--- src/rtl/fetch_unit.sv ---
// Instruction-fetch stage: owns the PC, reads a combinational instruction memory and
// fills the IF/ID register, with stall, redirect/flush and self-halt handling.
module fetch_unit #(
    parameter logic [31:0] RESET_PC      = 32'h0000_0000,
    parameter int unsigned IMEM_WORDS    = 256,
    parameter int unsigned HALT_ZERO_RUN = 4
) (
    input  logic        clk,
    input  logic        rst_n,
    input  logic        stall,
    input  logic        redirect_valid,
    input  logic [31:0] redirect_pc,
    output logic        imem_memread,
    output logic [31:0] imem_address,
    input  logic [31:0] imem_readdata,
    output logic        ifid_valid,
    output logic [31:0] ifid_instr,
    output logic [31:0] ifid_pc,
    output logic [31:0] ifid_pc_plus4,
    output logic        halted,
    output logic [15:0] fetch_count
);

    localparam logic [32:0] MemBytes    = 33'(IMEM_WORDS) << 2;
    localparam logic [31:0] LastPc      = 32'((IMEM_WORDS - 1) * 4);
    localparam logic [4:0]  ZeroRunHalt = 5'(HALT_ZERO_RUN);

    typedef enum logic [1:0] {StIdle, StFetch, StHalt} state_e;

    state_e      state_q;
    logic [31:0] pc_q;
    logic [4:0]  zero_run_q;

    logic [31:0] target;
    logic        target_ok;
    logic [4:0]  zero_run_next;
    logic        unused_redirect_lsb;

    // Redirect targets are forced word aligned; the low bits are deliberately dropped.
    assign unused_redirect_lsb = ^redirect_pc[1:0];

    always_comb begin
        target        = {redirect_pc[31:2], 2'b00};
        target_ok     = {1'b0, target} < MemBytes;
        zero_run_next = (imem_readdata == 32'h0) ? zero_run_q + 5'd1 : 5'd0;
    end

    assign imem_address = pc_q;
    assign imem_memread = (state_q == StFetch);

    always_ff @(posedge clk) begin
        if (!rst_n) begin
            state_q       <= StIdle;
            pc_q          <= RESET_PC;
            zero_run_q    <= 5'd0;
            fetch_count   <= 16'd0;
            ifid_valid    <= 1'b0;
            ifid_instr    <= 32'h0;
            ifid_pc       <= 32'h0;
            ifid_pc_plus4 <= 32'h0;
            halted        <= 1'b0;
        end else begin
            case (state_q)
                StIdle: begin
                    state_q <= StFetch;
                end
                StFetch: begin
                    if (redirect_valid) begin
                        // Flush the wrong-path word; an out-of-range target stops fetch.
                        ifid_valid <= 1'b0;
                        zero_run_q <= 5'd0;
                        if (target_ok) begin
                            pc_q <= target;
                        end else begin
                            state_q <= StHalt;
                            halted  <= 1'b1;
                        end
                    end else if (!stall) begin
                        ifid_instr    <= imem_readdata;
                        ifid_pc       <= pc_q;
                        ifid_pc_plus4 <= pc_q + 32'd4;
                        ifid_valid    <= 1'b1;
                        zero_run_q    <= zero_run_next;
                        pc_q          <= pc_q + 32'd4;
                        if (fetch_count != 16'hFFFF) begin
                            fetch_count <= fetch_count + 16'd1;
                        end
                        if (zero_run_next == ZeroRunHalt || pc_q == LastPc) begin
                            state_q <= StHalt;
                            halted  <= 1'b1;
                        end
                    end
                end
                StHalt: begin
                    ifid_valid <= 1'b0;
                    if (redirect_valid && target_ok) begin
                        pc_q       <= target;
                        zero_run_q <= 5'd0;
                        halted     <= 1'b0;
                        state_q    <= StFetch;
                    end
                end
                default: begin
                    state_q <= StIdle;
                end
            endcase
        end
    end

endmodule
--- config.mk ---
export PLATFORM = sky130hd
export DESIGN_NAME = fetch_unit
export DESIGN_NICKNAME = d
export VERILOG_FILES = /design/src/rtl/fetch_unit.sv
export SDC_FILE = /design/constraint.sdc
export NUM_CORES = 1
export LEC_CHECK = 0
export ABC_AREA = 0
export CAP_MARGIN = 20
export CORE_UTILIZATION = 42
export CTS_CLUSTER_SIZE = 8
export DETAILED_ROUTE_END_ITERATION = 10
export PLACE_DENSITY = 0.79
export SYNTH_ARGS = -nofsm -noshare
export SYNTH_HDL_FRONTEND = slang
export SYNTH_SLANG_ARGS = --single-unit
export TNS_END_PERCENT = 100
--- constraint.sdc ---
create_clock -name clk -period 2.1 [get_ports clk]
set_clock_uncertainty 0.1 [all_clocks]
set_input_delay 0.63 -clock clk [delete_from_list [all_inputs] [get_ports clk]]
set_output_delay 0.63 -clock clk [all_outputs]
set_load 0.01 [all_outputs]
---- Word-level counts from Yosys, hierarchy flattened ----
Index checks and enable logic that the tools add are counted.
word-level totals
  bits in registers ....................... 153
  bits of input ports ..................... 68
  word-level logic and storage cells ...... 62
cells by class
  add/sub/neg operators ................... 3
  order comparisons ....................... 1
  equality and inequality tests ........... 10
  muxes and demuxes ....................... 25
  bitwise operators ....................... 2
  reductions and logical operators ........ 12
operator list
  kind                     number
  $mux W32                 4
  $pmux W32 S2             1
  $add A32 B3 Y32 const B  1
  $eq A32 B10 Y1 const B   1
  $logic_not A32 Y1        1
  $lt A32 B11 Y1 const B   1
  $mux W5                  4
  $add A16 B1 Y16 const B  1
  $ne A16 B16 Y1 const B   1
  $reduce_and A4 Y1        3
  $mux W2                  5
  $pmux W5 S2              1
  $mux W1                  7
  $ne A3 B2 Y1 const B     2
  $ne A3 B3 Y1 const B     2
  $pmux W2 S3              1
  $reduce_and A3 Y1        2
  $add A5 B1 Y5 const B    1
  $eq A5 B3 Y1 const B     1
  $reduce_and A5 Y1        1
  $pmux W1 S2              2
  $eq A2 B1 Y1 const B     1
  $eq A2 B2 Y1 const B     1
  $logic_not A2 Y1         1
  6 further kinds          7

---- Logic depth before layout (Yosys ltp) ----
Gate-level depths: netlist (run 1).
  depth in word-level cells ............... 8
  depth in mapped cells ................... 10
  mapped depth without buffers ............ 8

---- Worst setup path before layout (run 1) ----
OpenSTA, ideal clock, no wires.
  kind .................................... reg-to-reg
  start ................................... reg state_q[1]
  end ..................................... reg fetch_count[12]
  library setup time ...................... 0.115 ns
  arrival time ............................ 2.141 ns
  setup slack ............................. -0.256 ns
  stages on the path, launching flop included .. 9
  path buffers ............................ 1
  clock period less this slack ............ 2.356 ns
  cell sequence ........................... dfxtp_1 inv_1 ha_1 clkbuf_1 or3b_1 nor4_2 nand3_1 xnor2_1 and2_1
between the ends
  longest elaborated chain between the ends .. 2
ends and longest elaborated chain
  item                                RTL line  RTL
  start: declaration                  30        state_e state_q;
  start signal: assignment            53        state_q <= StIdle;
  start signal: assignment            65        state_q <= StFetch;
  start signal: assignment            75        state_q <= StHalt;
  $eq A2 B1 Y1                        n/a
  net imem_memread                    13        output logic imem_memread,
  $reduce_and A4 Y1 (no source line)  n/a
  end signal: assignment              86        fetch_count <= fetch_count + 16'd1;
  end: declaration                    21        output logic [15:0] fetch_count
The timed path passes the listed nets, and every way through them passes these cells.
A chain may end at the register's enable or synchronous reset.

---- Worst setup path in the final report (run 1) ----
  start ................................... reg pc_q[14] (netlist: imem_address[14])
  end ..................................... reg state_q[1]
between the ends
  longest elaborated chain between the ends .. 4
ends and longest elaborated chain
  item                                RTL line  RTL
  start: declaration                  31        logic [31:0] pc_q;
  start signal: assignment            73        pc_q <= target;
  start signal: assignment            84        pc_q <= pc_q + 32'd4;
  start signal: assignment            97        pc_q <= target;
  $eq A32 B10 Y1                      88        if (zero_run_next == ZeroRunHalt || pc_q == LastPc) begin
  $logic_or A1 B1 Y1                  88
  $ne A3 B2 Y1 (no source line)       n/a
  $reduce_and A4 Y1 (no source line)  n/a
  end signal: assignment              89        state_q <= StHalt;
  end signal: assignment              100       state_q <= StFetch;
  end signal: assignment              104       state_q <= StIdle;
No other way between the ends.

==> impl_metrics.tcl, run 1 <==
set metrics [dict create \
    whs_ps 353 \
    cts_hold_buf 0 \
    path_buf_inv 0 \
    hpwl_um 15700 \
    fmaxAchievable_mhz 442 \
    p_int_mw 6.36 \
    grt_pass1_wl_um 35400 \
    cpMaxStageDelayCell "or4b_4" \
    netSwitchingFraction_pct 29.1 \
    dpl_cell_area_mm2 0.00965 \
    max-slew-margin-rel_pct 55.5 \
    drt_first_iter_violations 524 \
    rsz0062_at_grt "yes" \
    die_w_um 128 \
    clock_path_buffers 2 \
    total_power_mw 8.98 \
    synthCells 836 \
    synth-edff-count 0 \
    globalRouteMet3Util_pct 7.30 \
    die_area_mm2 0.0164 \
    crit_type "flop to flop" \
    start_util_pct 43.5 \
    synth-async-reset-ratio_pct 0 \
    cts_made_buffers 17 \
    finalWirelength_um 23500 \
    cts_tree "built" \
    worstPathCellList "nor4_4 > nand4_1 > o311ai_2 > a31oi_2 > or4b_4 > a211oi_2" \
    final_hold_viol_count 0 \
    grt_use_met1_pct 32.5 \
    rrSetupSlack_ps -160 \
    drc_errors 0 \
    cp-endpoint "state_q[1]" \
    final_antenna_net_count 0 \
    synth_cell_types 62 \
    worst_setup_path_end_kind "flop" \
    syn2layout_area_growth_pct 60.3 \
    synth-seq-cells 147 \
    core_mm2 0.0154 \
    use_met2_pct 45.9 \
    io_pins 215 \
    hold_class "input port to flop" \
    clkTransAtPathRegs_ps 60 \
    drive_above_1_share_pct 23.0 \
    synth_area_per_cell_um2 8.00 \
    synthTopCellsByArea "dfxtp_1 (44%), nand2_1 (10%), a21oi_1 (8.0%)" \
    fin_ws_ps -160 \
    portBuffers 206 \
    cts_root_buffer "clkbuf_16" \
    clockPowerShare_pct 37.7 \
    min_period_over_period_pct 108 \
    gr-total-overflow 0 \
    finalMaxSlewViolations 0 \
    fin_crit_ps 2260 \
    die_h_um 128 \
    busiest_layer "met2" \
    r2r_cells 6 \
    p_leak_nw 4.38 \
    ys_warn_count 0 \
    synth_commonest_cells "nand2_1 (182), dfxtp_1 (147), a21oi_1 (107)" \
    crit_cells 6 \
    cts_num_sinks 147 \
    critPathArrivalTime_ps 2490 \
    nFillCells 1153 \
    drt_first_pass_iters 5 \
    gpl.final_weighted_congestion 0.941 \
    rows 45 \
    track_usage_pct 27.6 \
    synth_flop_cell "dfxtp_1" \
    netlist_area_mm2 0.00669 \
    first_global_vias 6980 \
    power.net_switching_mw 2.62 \
    setup_viol 3 \
    combPwrFrac_pct 27.3 \
    htreeDepth 4 \
    vias 7330 \
    nets 1199 \
    routedWlPerCell_um 17.4 \
    grt_max_degree 64 \
    viasPerCell 5.43 \
    yosys.area.top_type "dfxtp_1" \
    clk_latency_ps 420 \
    cap_violations 0 \
    violations "negative setup slack" \
    pwr-share-seq_pct 35.0 \
    ys_seq_area_share_pct 44.0 \
    crit_start "imem_address[14]" \
    crit_fanout 2 \
    max_stage_delay_ps 540 \
    path_delay_family "simple AND/OR/NAND/NOR gates" \
    status "finished, violations left" \
    synth_top_area_share_pct 44.0 \
    antenna_found_initial 1 \
    tightest_slew_ps 668 \
    r2r-start "imem_address[14]" \
    worst_r2r_endpoint "state_q[1]" \
    powerDensity_mw_per_mm2 838 \
    worstPathRequired_ps 2330 \
    ir_drop_uv 693 \
    synth_most_common_cell "nand2_1" \
    final_area_mm2 0.0107 \
    critPathLaunchType "flop" \
]
==> layer usage <==
layer  vias up  routed length (um)
met5         -                   0
met4         0                 863
met3        75                1740
met2       306               11600
met1      3478                9240
li1       3471                   -
==> final cells by class <==
class                   count  area [um2]  area share [%]
inverters                   7        27.5           0.257
diodes                      2        5.00          0.0467
flip-flops and latches    147        2970            27.7
multi-input cells         619        3770            35.1
clock buffers              20         457            4.26
well taps                 211         264            2.46
clock inverters            12         200            1.87
repair buffers            332        3030            28.3
==> metrics by stage <==
stage / std cells / worst slack, ps / setup TNS (ps) / util (%)
CTS: 1336 / -50.0 / -50.0 / 68.1
global route: 1349 / -216 / -663 / 69.7
finish: 1350 / -160 / -221 / 69.7
detailed placement: 1296 / -965 / -62040 / 62.8
floorplan: 841 / -55.2 / -80.5 / -
global placement: 1296 / -918 / -59640 / 62.8
==> logic make-up after synthesis <==
family | Yosys count | synth area share, %
compound gates | 201 | 17.4
buf+inv | 76 | 5.37
fa+ha+maj | 7 | 1.31
simple gates | 358 | 25.8
flops | 147 | 44.0
mux | 3 | 0.449
other cells | 1 | 0.0561
xor+xnor | 43 | 5.63
==> flip-flops by register name (all words and copies together), names as in the netlist <==
signal	flops
fetch_count	16
halted	1
ifid_instr	32
ifid_pc	30
ifid_pc_plus4	30
ifid_valid	1
imem_address	30
state_q	2
zero_run_q	5
==> worst min path at each step <==
| stage | startpoint | to | depth (start not counted) |
|---|---|---|---|
| after floorplan | zero_run_q[4] | zero_run_q[4] | 2 |
| after global placement | ifid_pc[13] | ifid_pc[13] | 2 |
| after detailed placement | ifid_instr[1] | ifid_instr[1] | 2 |
| after CTS | ifid_instr[16] | ifid_instr[16] | 2 |
| after global routing | imem_readdata[25] | ifid_instr[25] | 3 |
| final | imem_readdata[25] | ifid_instr[25] | 3 |
==> worst register-to-register path: stages (launching register included) <==
cell and delay (ps):
dfxtp_2 340, nor4_4 330, nand4_1 220, o311ai_2 370
a31oi_2 90, or4b_4 540, a211oi_2 200
==> power groups by stage <==
stage | Clock, mW | Combinational (mW) | Sequential, mW
6_report | 3.39 | 2.45 | 3.14
5_1_grt | 3.55 | 2.60 | 3.16
2_1_floorplan | 0 | 0.886 | 3.27
3_5_place_dp | 0 | 2.15 | 3.18
4_1_cts | 3.42 | 2.27 | 3.13
3_3_place_gp | 0 | 2.12 | 3.17
==> cells in the final DEF, fill, tap and decap left out, types with 9 or more instances in the layout <==
master,instances
clkdlybuf4s15_1,19
buf_4,111
o21ai_0,30
dfxtp_2,14
clkbuf_16,17
clkdlybuf4s50_1,100
dfxtp_1,131
a211oi_1,14
a21oi_1,104
nand4_1,11
nor4_2,15
nand3_1,27
dlygate4sd2_1,61
dlymetal6s2s_1,11
xor2_1,23
nand2_1,178
xnor2_1,19
o31ai_1,9
clkbuf_2,11
nor2_1,46
==> repair_timing <==
action,CTS,global route
resized for setup,162,79
gates cloned,2,0
endpoints found under the setup margin,94,55
pin swaps,41,38
setup buffers,7,12
Note: power is estimated with default switching activity, not from simulation.
==> inputs of run 2 (changes only) <==
--- a/config.mk
+++ b/config.mk
@@ -7,9 +7,11 @@
 export LEC_CHECK = 0
 export ABC_AREA = 0
 export CAP_MARGIN = 20
+export CORE_MARGIN = 3
 export CORE_UTILIZATION = 42
 export CTS_CLUSTER_SIZE = 8
 export DETAILED_ROUTE_END_ITERATION = 10
+export MAX_ROUTING_LAYER = met4
 export PLACE_DENSITY = 0.79
 export SYNTH_ARGS = -nofsm -noshare
 export SYNTH_HDL_FRONTEND = slang
==> constraint.sdc (replaced) <==
create_clock -name clk -period 2.1 [get_ports clk]
set_clock_uncertainty 0.1 [all_clocks]
set_input_delay 0.42 -clock clk [delete_from_list [all_inputs] [get_ports clk]]
set_output_delay 0.42 -clock clk [all_outputs]
set_load 0.01 [all_outputs]
==> run 2 against run 1 <==
  * The flow still finishes with violations (negative setup slack)
  * Power shrank 4.1%
  * Flip-flop and latch count did not move
  * Combinational power is 5% lower
  * Maximum frequency grew 0.95%
  * Register-to-register slack better by 70 ps
  * Critical endpoint unchanged
==> impl_metrics.tcl, run 2 (synthesis gave the netlist of run 1 again) <==
set metrics [dict create \
    status "finished, violations left" \
    violations "negative setup slack" \
    hp-start "imem_readdata[27]" \
    ir_drop_uv 635 \
    combPwrFrac_pct 27.0 \
    total_power_mw 8.61 \
    finalWirelength_um 23000 \
    drt_first_iter_violations 647 \
    fin_crit_ps 2240 \
    netSwitchingFraction_pct 29.4 \
    critPathLaunchType "input port" \
    routedWlPerCell_um 17.0 \
    crit_type "input port to flop" \
    tightest_slew_ps 519 \
    place_ws_ps -743 \
    path_buf_inv 2 \
    viasPerCell 5.35 \
    tns_ps -174 \
    drt_first_pass_iters 5 \
    die_h_um 132 \
    clk_latency_ps 420 \
    first_global_vias 6860 \
    grt_max_degree 83 \
    path_delay_family "simple AND/OR/NAND/NOR gates" \
    portBuffers 206 \
    hpwl_um 15900 \
    core_mm2 0.0154 \
    hold_class "input port to flop" \
    antenna_found_initial 1 \
    power.net_switching_mw 2.53 \
    drc_errors 0 \
    whs_endpoint "ifid_instr[27]" \
    die_w_um 132 \
    track_usage_pct 25.1 \
    drive_above_1_share_pct 20.5 \
    critPathArrivalTime_ps 2480 \
    die_area_mm2 0.0175 \
    fmaxAchievable_mhz 447 \
    clock_path_buffers 2 \
    powerDensity_mw_per_mm2 799 \
    largest_reg_flops 32 \
    vias 7254 \
    start_util_pct 43.5 \
    nFillCells 1198 \
    max_stage_delay_ps 500 \
    min_delay_path_depth 3 \
    htreeDepth 4 \
    worstPathRequired_ps 2340 \
    worstPathCellList "clkdlybuf4s50_1 > nor4_2 > nand4_1 > nor2_1 > buf_4 > a31oi_2 > or4b_4 > a211oi_2" \
    grt_pass1_wl_um 34800 \
    clockPowerShare_pct 36.6 \
    final_antenna_net_count 0 \
    cts_num_sinks 147 \
    pwr-share-seq_pct 36.4 \
    rows 45 \
    fin_ws_ps -139 \
    cts_root_buffer "clkbuf_16" \
    syn2layout_area_growth_pct 61.2 \
    dpl.cell_count 1307 \
    cts_made_buffers 17 \
    cts_tree "built" \
    p_int_mw 6.09 \
    worst_setup_path_end_kind "flop" \
    final_hold_viol_count 0 \
    cts_hold_buf 0 \
    max-slew-margin-rel_pct 65.4 \
    rrSetupSlack_ps -90 \
    finalMaxSlewViolations 0 \
    setup_viol 3 \
    rsz0062_at_grt "yes" \
    worst_r2r_endpoint "state_q[1]" \
    cpMaxStageDelayCell "or4b_4" \
    final_cell_mix "nand2_1 (179), clkdlybuf4s50_1 (179), dfxtp_1 (139), buf_4 (119), a21oi_1 (105)" \
    p_leak_nw 4.24 \
    min_period_over_period_pct 107 \
    regMostFlops "ifid_instr" \
    crit_fanout 3 \
    r2r-start "imem_address[11]" \
    gr-total-overflow 0 \
    cap_violations 0 \
    nets 1207 \
    clkTransAtPathRegs_ps 60 \
    gpl.final_weighted_congestion 0.952 \
    r2r_cells 6 \
    io_pins 215 \
    final_cells 1357 \
]
## run 2: changes by cell type in the layout (fill, tap and decap cells not counted), moves of 4 or more
cell	delta
clkdlybuf4s50_1	+79
dlygate4sd2_1	-58
buf_4	+8
dlymetal6s2s_1	+13
clkbuf_2	-11
clkdlybuf4s15_1	-19
nor4_1	+4
dfxtp_2	-7
nor4_2	-4
dfxtp_1	+8
## run 2: through the flow
step / cell area [um2] / util, % / hold slack (ps)
after CTS: 10300 / 67.3 / 353
after global routing: 10800 / 70.1 / 194
after detailed placement: 9710 / 63.2 / 346
after global placement: 9710 / 63.2 / 341
after floorplan: 6770 / - / 354
final: 10800 / 70.1 / 195
## run 2: worst max path at each step
| stage | startpoint | to | slack, ps | cells after the start |
|---|---|---|---|---|
| after floorplan | state_q[0] | imem_address[15] | -20 | 8 |
| after global placement | imem_readdata[24] | state_q[1] | -710 | 9 |
| after detailed placement | imem_readdata[24] | state_q[1] | -740 | 9 |
| after CTS | imem_readdata[27] | state_q[1] | -230 | 9 |
| after global routing | imem_readdata[13] | state_q[1] | -190 | 8 |
| final | imem_readdata[21] | state_q[1] | -140 | 8 |
## run 2: power groups by stage
stage / clock network, mW / registers [mW] / logic [mW]
5_1_grt: 3.31 / 3.16 / 2.48
2_1_floorplan: 0 / 3.28 / 0.883
6_report: 3.15 / 3.14 / 2.32
3_3_place_gp: 0 / 3.18 / 2.09
3_5_place_dp: 0 / 3.18 / 2.11
4_1_cts: 3.18 / 3.13 / 2.13
## run 2: tightest hold or removal path, delay by kind of cell
| kind | cells | cell delay [ps] |
|---|---|---|
| simple gates | 1 | 60 |
| compound gates | 1 | 50 |
| buf+inv | 1 | 140 |
## run 2: layout make-up
| class | count | area [um2] | area share [%] |
|---|---|---|---|
| repair buffers | 341 | 3250 | 30.2 |
| well taps | 211 | 264 | 2.45 |
| flip-flops and latches | 147 | 2960 | 27.4 |
| diodes | 1 | 2.50 | 0.0232 |
| clock inverters | 12 | 155 | 1.44 |
| inverters | 7 | 27.5 | 0.255 |
| multi-input cells | 618 | 3670 | 34.0 |
| clock buffers | 20 | 457 | 4.24 |
## run 2: metal layers
metal	vias up	GRT usage, %	routed length, um
met5	-	-	0
met4	0	9.35	671
met3	49	6.41	1510
met2	275	39.9	11100
met1	3437	30.8	9690
li1	3493	-	-
## run 2: timing repair
action / in CTS / in global routing
gates resized for setup: 11 / 81
endpoints found under the hold margin: 0 / 0
pin swaps: 3 / 33
setup endpoints to repair: 25 / 85
setup buffers: 2 / 15
==> inputs of run 3 (changes only) <==
==> constraint.sdc (replaced) <==
create_clock -name clk -period 2.1 [get_ports clk]
set_clock_uncertainty 0.1 [all_clocks]
set_input_delay 0.42 -clock clk [delete_from_list [all_inputs] [get_ports clk]]
set_output_delay 0.42 -clock clk [all_outputs]
set_load 0.005 [all_outputs]
==> run 3 against run 2 <==
  * The run still ends with negative setup slack left
  * Power is 1.3% higher
  * Global-route usage is 0.86 points higher
  * Final cell count is 1.0% lower
  * Largest cell class unchanged
==> impl_metrics.tcl, run 3 (synthesis gave the netlist of run 1 again) <==
set metrics [dict create \
    routedWlPerCell_um 17.6 \
    r2r_cells 6 \
    tns_ps -249 \
    core_mm2 0.0154 \
    hp-start "ifid_instr[25]" \
    powerDensity_mw_per_mm2 812 \
    ir_drop_uv 507 \
    final_cell_mix "clkdlybuf4s50_1 (194), nand2_1 (179), dfxtp_1 (137), buf_4 (107), a21oi_1 (103)" \
    min_delay_path_depth 2 \
    cts_tree "built" \
    cts_made_buffers 17 \
    clkTransAtPathRegs_ps 60 \
    gr-total-overflow 0 \
    drc_errors 0 \
    start_util_pct 43.5 \
    worst_setup_path_end_kind "flop" \
    setup_viol 4 \
    critPathArrivalTime_ps 2510 \
    drt_first_pass_iters 5 \
    portBuffers 206 \
    first_global_vias 6896 \
    r2r-start "imem_address[11]" \
    drive_above_1_share_pct 20.1 \
    violations "negative setup slack" \
    grt_pass1_wl_um 35600 \
    tightest_slew_ps 463 \
    dpl.cell_count 1305 \
    io_pins 215 \
    gpl.final_weighted_congestion 0.905 \
    cap_violations 0 \
    final_cells 1343 \
    nFillCells 1137 \
    min_period_over_period_pct 108 \
    regMostFlops "ifid_instr" \
    die_h_um 132 \
    final_area_mm2 0.0107 \
    hpwl_um 15900 \
    syn2layout_area_growth_pct 60.5 \
    antenna_cells 0 \
    final_antenna_net_count 0 \
    fin_ws_ps -166 \
    crit_fanout 3 \
    whs_endpoint "ifid_instr[25]" \
    final_hold_viol_count 0 \
    track_usage_pct 25.9 \
    max-slew-margin-rel_pct 68.3 \
    rows 45 \
    drt_first_iter_violations 580 \
    dpl_cell_area_mm2 0.00969 \
    worstPathRequired_ps 2340 \
    worst_r2r_endpoint "state_q[1]" \
    finalMaxSlewViolations 0 \
    grt_max_degree 64 \
    cts_root_buffer "clkbuf_16" \
    viasPerCell 5.43 \
    clk_latency_ps 420 \
    layout_commonest_cell "clkdlybuf4s50_1" \
    p_leak_nw 4.02 \
    clock_path_buffers 2 \
    vias 7287 \
    cts_num_sinks 147 \
    rsz0062_at_grt "yes" \
    antenna_found_initial 0 \
    critPathLaunchType "input port" \
    die_w_um 132 \
    crit_type "input port to flop" \
    die_area_mm2 0.0175 \
    whs_ps 352 \
    finalWirelength_um 23700 \
    rrSetupSlack_ps -150 \
    largest_reg_flops 32 \
    fmaxAchievable_mhz 441 \
    hold_class "flop to flop" \
    nets 1195 \
    place_ws_ps -636 \
    status "finished, violations left" \
    fin_crit_ps 2270 \
    htreeDepth 4 \
]
==> run 3: cell types whose count changed in the layout (fill, tap and decap cells not counted), moves of 3 or more <==
cell | previous run | this run
clkdlybuf4s50_1 | 179 | 194
dlymetal6s2s_1 | 24 | 9
buf_4 | 119 | 107
clkinv_4 | 3 | 0
nor4_1 | 6 | 9
nor4_2 | 11 | 8
o21ai_0 | 33 | 30
==> run 3: power breakdown <==
group | switching [mW] | total [mW] | internal [mW]
clock network | 1.17 | 3.16 | 1.99
logic | 1.19 | 2.42 | 1.23
registers | 0.145 | 3.15 | 3.00
==> run 3: worst max-delay path: stages <==
cell and delay (ps):
clkdlybuf4s50_1 430, nor4_2 300, nand4_1 240, nor2_1 150, buf_4 150, a31oi_4 90, or4b_4 530, a211oi_2 190
==> run 3: worst max-delay path by stage <==
stage,startpoint,to,cells after the start,slack (ps)
global route,imem_address[11],state_q[1],6,-260
finish,imem_readdata[0],state_q[1],8,-170
CTS,imem_readdata[0],state_q[1],8,-160
floorplan,state_q[1],fetch_count[12],8,-5
detailed placement,imem_readdata[0],state_q[1],8,-640
global placement,redirect_pc[16],imem_address[27],8,-580
==> run 3: metrics by stage <==
step	util [%]	power [mW]
2_1_floorplan	-	4.07
3_3_place_gp	63.0	5.24
3_5_place_dp	63.0	5.26
4_1_cts	68.0	8.54
5_1_grt	69.9	9.05
6_report	69.9	8.72
==> run 3: cell type report <==
type                            count  area, um2  share of cell area [%]
Timing Repair Buffer              329       3130                    29.2
Tap cell                          211        264                    2.46
Clock inverter                      8        124                    1.15
Clock buffer                       23        488                    4.54
Inverter                            7       27.5                   0.256
Sequential cell                   147       2960                    27.6
Multi-Input combinational cell    618       3740                    34.8
==> run 3: timing repair <==
item,4_1_cts,5_1_grt
setup endpoints to repair,38,57
pin swaps,11,24
gates resized for setup,37,57
gates cloned,1,0
hold buffers,0,0
setup buffers,3,5
hold endpoints to repair,0,0
==> run 3: metal layers <==
metal | wire length (um) | track usage [%] | vias to the layer above
met5 | 0 | - | -
met4 | 628 | 9.24 | 0
met3 | 1650 | 6.37 | 62
met2 | 11800 | 42.6 | 313
met1 | 9570 | 31.0 | 3459
li1 | - | - | 3453
